## src/rtl/hazard_encoder_stream.sv

```systemverilog
// hazard_encoder_stream
//
// Folds a stream of hazard bounding boxes into per-frame row and column
// occupancy vectors. One beat carries one box. The beat with in_last closes the
// frame, and the result is then held until the consumer takes it.
//
// Parameters
//   COORD_W : coordinate width (unsigned)
//   ROWS    : grid rows, width of row_vec
//   COLS    : grid columns, width of col_vec
//   MAX_HAZ : maximum number of boxes counted per frame
//
// Ports
//   clk, rst_n                 : clock (rising edge) and synchronous active-low reset
//   in_valid / in_ready        : box beat handshake
//   in_top, in_left,
//   in_bottom, in_right        : inclusive box bounds
//   in_last                    : final beat of the frame
//   out_valid / out_ready      : frame result handshake
//   row_vec, col_vec           : rows / columns covered by counted boxes
//   haz_count                  : number of boxes counted in the frame
//   overflow                   : frame offered more than MAX_HAZ well-formed boxes
//   bad_box                    : frame contained a box with top>bottom or left>right
module hazard_encoder_stream #(
    parameter int unsigned COORD_W = 8,
    parameter int unsigned ROWS    = 8,
    parameter int unsigned COLS    = 32,
    parameter int unsigned MAX_HAZ = 16,
    localparam int unsigned CNT_W  = $clog2(MAX_HAZ + 1)
) (
    input  logic               clk,
    input  logic               rst_n,
    input  logic               in_valid,
    output logic               in_ready,
    input  logic [COORD_W-1:0] in_top,
    input  logic [COORD_W-1:0] in_left,
    input  logic [COORD_W-1:0] in_bottom,
    input  logic [COORD_W-1:0] in_right,
    input  logic               in_last,
    output logic               out_valid,
    input  logic               out_ready,
    output logic [ROWS-1:0]    row_vec,
    output logic [COLS-1:0]    col_vec,
    output logic [CNT_W-1:0]   haz_count,
    output logic               overflow,
    output logic               bad_box
);

    typedef enum logic [0:0] {StAcc, StOut} state_e;

    state_e state;

    logic            box_bad;
    logic            count_full;
    logic [ROWS-1:0] row_mask;
    logic [COLS-1:0] col_mask;

    // Coordinates are zero-extended to 32 bits so that a grid index can never
    // wrap against a narrow coordinate.
    logic [31:0] top_ext;
    logic [31:0] left_ext;
    logic [31:0] bottom_ext;
    logic [31:0] right_ext;

    always_comb begin
        top_ext    = 32'(in_top);
        left_ext   = 32'(in_left);
        bottom_ext = 32'(in_bottom);
        right_ext  = 32'(in_right);
    end

    always_comb begin
        box_bad    = (in_top > in_bottom) || (in_left > in_right);
        count_full = (haz_count == CNT_W'(MAX_HAZ));
    end

    // Range masks. Bounds past the grid edge select nothing beyond it, so an
    // off-grid start yields an empty mask on that axis.
    always_comb begin
        row_mask = '0;
        for (int unsigned r = 0; r < ROWS; r++) begin
            row_mask[r] = (r >= top_ext) && (r <= bottom_ext);
        end
    end

    always_comb begin
        col_mask = '0;
        for (int unsigned c = 0; c < COLS; c++) begin
            col_mask[c] = (c >= left_ext) && (c <= right_ext);
        end
    end

    always_ff @(posedge clk) begin
        if (!rst_n) begin
            state     <= StAcc;
            in_ready  <= 1'b1;
            out_valid <= 1'b0;
            row_vec   <= '0;
            col_vec   <= '0;
            haz_count <= '0;
            overflow  <= 1'b0;
            bad_box   <= 1'b0;
        end else begin
            unique case (state)
                StAcc: begin
                    if (in_valid) begin
                        if (box_bad) begin
                            bad_box <= 1'b1;
                        end else if (count_full) begin
                            overflow <= 1'b1;
                        end else begin
                            row_vec   <= row_vec | row_mask;
                            col_vec   <= col_vec | col_mask;
                            haz_count <= haz_count + CNT_W'(1);
                        end
                        if (in_last) begin
                            state     <= StOut;
                            in_ready  <= 1'b0;
                            out_valid <= 1'b1;
                        end
                    end
                end
                StOut: begin
                    // Handing off the result also clears it; no beat is taken
                    // on this edge because in_ready is still low.
                    if (out_ready) begin
                        state     <= StAcc;
                        in_ready  <= 1'b1;
                        out_valid <= 1'b0;
                        row_vec   <= '0;
                        col_vec   <= '0;
                        haz_count <= '0;
                        overflow  <= 1'b0;
                        bad_box   <= 1'b0;
                    end
                end
                default: begin
                    state <= StAcc;
                end
            endcase
        end
    end

endmodule

```

## config.mk

```make
export PLATFORM = sky130hd
export DESIGN_NAME = hazard_encoder_stream
export DESIGN_NICKNAME = d
export VERILOG_FILES = /design/src/rtl/hazard_encoder_stream.sv
export SDC_FILE = /design/constraint.sdc
export NUM_CORES = 1
export LEC_CHECK = 0
export CAP_MARGIN = 25
export CORE_MARGIN = 1.5
export CORE_UTILIZATION = 32
export CTS_BUF_LIST = sky130_fd_sc_hd__clkbuf_2
export DETAILED_ROUTE_END_ITERATION = 6
export SLEW_MARGIN = 25
export SYNTH_ARGS = -nofsm -noshare
export SYNTH_HDL_FRONTEND = slang
export SYNTH_SLANG_ARGS = --single-unit
```

## constraint.sdc

```tcl
create_clock -name clk -period 2.6 [get_ports clk]
set_clock_uncertainty 0.1 [all_clocks]
set_input_delay 0.52 -clock clk [delete_from_list [all_inputs] [get_ports clk]]
set_output_delay 0.52 -clock clk [all_outputs]
set_load 0.05 [all_outputs]
```

==> impl_metrics.yaml <==
status:
  status: "finished clean"
clock_tree:
  cts_sinks: 50
  hold_buffers: 0
  clk_latency_ns: 0.43
  cts_tree: "built"
  cts-resized-gates: 0
  clockRootBuffer: "clkbuf_2"
  cts_setup_buffers: 0
  cts.htree.levels: 2
  cts_buffers: 5
  clock_path_buffers: 2
  clk_pin_slew_worst_paths_ns: 0.25
critical_path:
  start_kind: "flop"
  timing.rr.start: "haz_count[0]"
  worst_path_max_delay_cell: "clkdlybuf4s50_1"
  end_kind: "output port"
  cp.arrival_ns: 1.75
  path_buf_inv: 1
  critical_path.max_fanout: 6
  path_delay_family: "buffers and inverters"
  cp.required_ns: 1.98
  crit_start: "haz_count[2]"
  worst-setup-path-type: "reg2out"
  critical-path-max-stage-delay_ns: 0.85
  cp_cell_sequence: "clkdlybuf4s50_1"
synthesis:
  yosysMostFrequentCell: "nand2_1"
  async_reset_ff_frac: 0
  synth_top_cell_area_share: 0.352
  synth_fp_nets: 426
  syn_area_um2: 2840
  synth_top_area_cell: "dfxtp_1"
  synth_ff_type: "dfxtp_1"
  seq_area_frac_synth: 0.352
  synth_edf_count: 0
  synthTopCellsByArea: "dfxtp_1 35%, nand2_1 9.8%, ha_1 7.9%"
  ys_top_cells_by_count: "74 x nand2_1, 50 x dfxtp_1, 45 x o21ai_0"
  avgSynthCellArea_um2: 7.66
  ys_ff_latch: 50
  netlist_instances: 371
  synth_cell_types: 50
  synth-warning-count: 0
timing:
  finalHoldViolCount: 0
  worst_slew_margin_rel: 0.659
  fmax_mhz: 421
  setup_violations: 0
  finalCritPeriodShare: 0.913
  tightest_slew_ns: 0.510
  slew_viol_final: 0
  period_needed_ns: 2.37
  rsz0062_at_grt: "false"
route:
  drtIter0Drc: 161
  avgRoutedWirePerCell_um: 14.9
  postRouteAntennaNets: 0
  detail_route.vias_per_cell: 5.23
  first_pass_iters: 6
  drc: 0
  via_count: 3086
  routed_wl_mm: 8.78
place:
  port-buffer-count: 85
  post-dp-hpwl_mm: 6.77
  dpl.cell_count: 583
  gp_congestion: 0.939
final_layout:
  final_layout_size_suffix_gt1_frac: 0.116
  n_antenna_cell: 0
  final_nets: 537
  area_growth_pct: 44.6
  fin_cells: 590
  fin_util: 0.473
floorplan:
  core_um2: 8680
  start_util: 0.327
  row_count: 34
  die-area_um2: 9450
  io_pins: 86
  chipWidth_um: 97.2
  die-height_um: 97.2
grt:
  use_met3: 0.0309
  grtUsageTotal: 0.184
  grt_pass1_vias: 2928
  grt_pass1_wl_mm: 14.3
  grt_max_degree: 41
  use_met1: 0.245
  grt_overflow_total: 0
  busiest_layer: "met2"
  grtUsageMet2: 0.306
  antenna_found_initial: 0
pwr:
  ir_drop_uv: 190
  power_density_nw_per_um2: 389
  power.leakage_nw: 1.61
run:
  maxCapViolCount: 0
hold_path:
  hp-class: "reg2reg"
  min_from: "in_ready"
==> worst reg2reg max path, stage by stage, from the launching register on <==
cell and delay (ns):
dfxtp_1 0.47, inv_1 0.09, ha_1 0.19, nor4bb_1 0.14
nor2_1 0.31, nand3_2 0.14, buf_4 0.17, o41ai_1 0.33
==> per-stage QoR <==
stage | hold slack (ns) | power, mW | cell area [um^2] | setup WS [ns] | setup TNS, ns
detailed placement | 0.343 | 1.22 | 4050 | -0.181 | -2.63
floorplan | 0.372 | 1.02 | 2840 | 0.247 | 0
global placement | 0.337 | 1.21 | 4050 | -0.114 | -1.19
global route | 0.380 | 1.67 | 4110 | 0.112 | 0
finish | 0.363 | 1.60 | 4110 | 0.226 | 0
CTS | 0.367 | 1.61 | 4110 | 0.199 | 0
==> kinds of logic after synthesis <==
kind of cell | synth area share
simple gates | 0.235
fa+ha+maj | 0.0793
buf+inv | 0.0581
mux | 0.0176
flops | 0.352
compound gates | 0.258
==> cells in the final DEF (no fill, tap or decap), types with 6 or more instances in the layout <==
| master | count |
|---|---|
| nand3_1 | 6 |
| nand4_1 | 10 |
| nand2b_1 | 6 |
| o21ai_0 | 45 |
| nor3_1 | 9 |
| dfxtp_1 | 50 |
| inv_1 | 19 |
| clkdlybuf4s50_1 | 85 |
| ha_1 | 18 |
| buf_4 | 39 |
| a21oi_1 | 21 |
| nand2_1 | 74 |
| nor2_1 | 16 |
| o31ai_1 | 13 |
==> report_power, final <==
group,internal (mW),switching (mW)
Clock,0.155,0.240
Sequential,0.781,0.00874
Combinational,0.180,0.234
Total,1.12,0.483
==> sequential cells by signal (all words and copies together) (netlist names) <==
signal	cells
in_ready	1
haz_count	5
row_vec	8
state	1
col_vec	32
bad_box	1
out_valid	1
overflow	1
==> cell type report <==
cell class | count | area, um^2
clock buffers | 5 | 25.0
clock inverters | 2 | 33.8
fillers | 926 | 4570
inverters | 20 | 75.1
multi-input cells | 280 | 1680
flip-flops and latches | 50 | 1000
well taps | 108 | 135
repair buffers | 125 | 1160
==> per-layer routing <==
metal	wire [um]	share of wire	vias up
li1	-	-	1552
met1	3950	0.45	1415
met2	4170	0.48	111
met3	555	0.063	8
met4	102	0.012	0
met5	0	0	-
==> worst paths after layout <==
check	end	slack [ns]	depth (start not counted)
max	haz_count[2]	0.23	1
min	in_ready	0.36	2
max reg2reg	row_vec[2]	0.57	7
min reg2reg	in_ready	0.36	2
No activity file was read; power rests on OpenSTA's default activity.
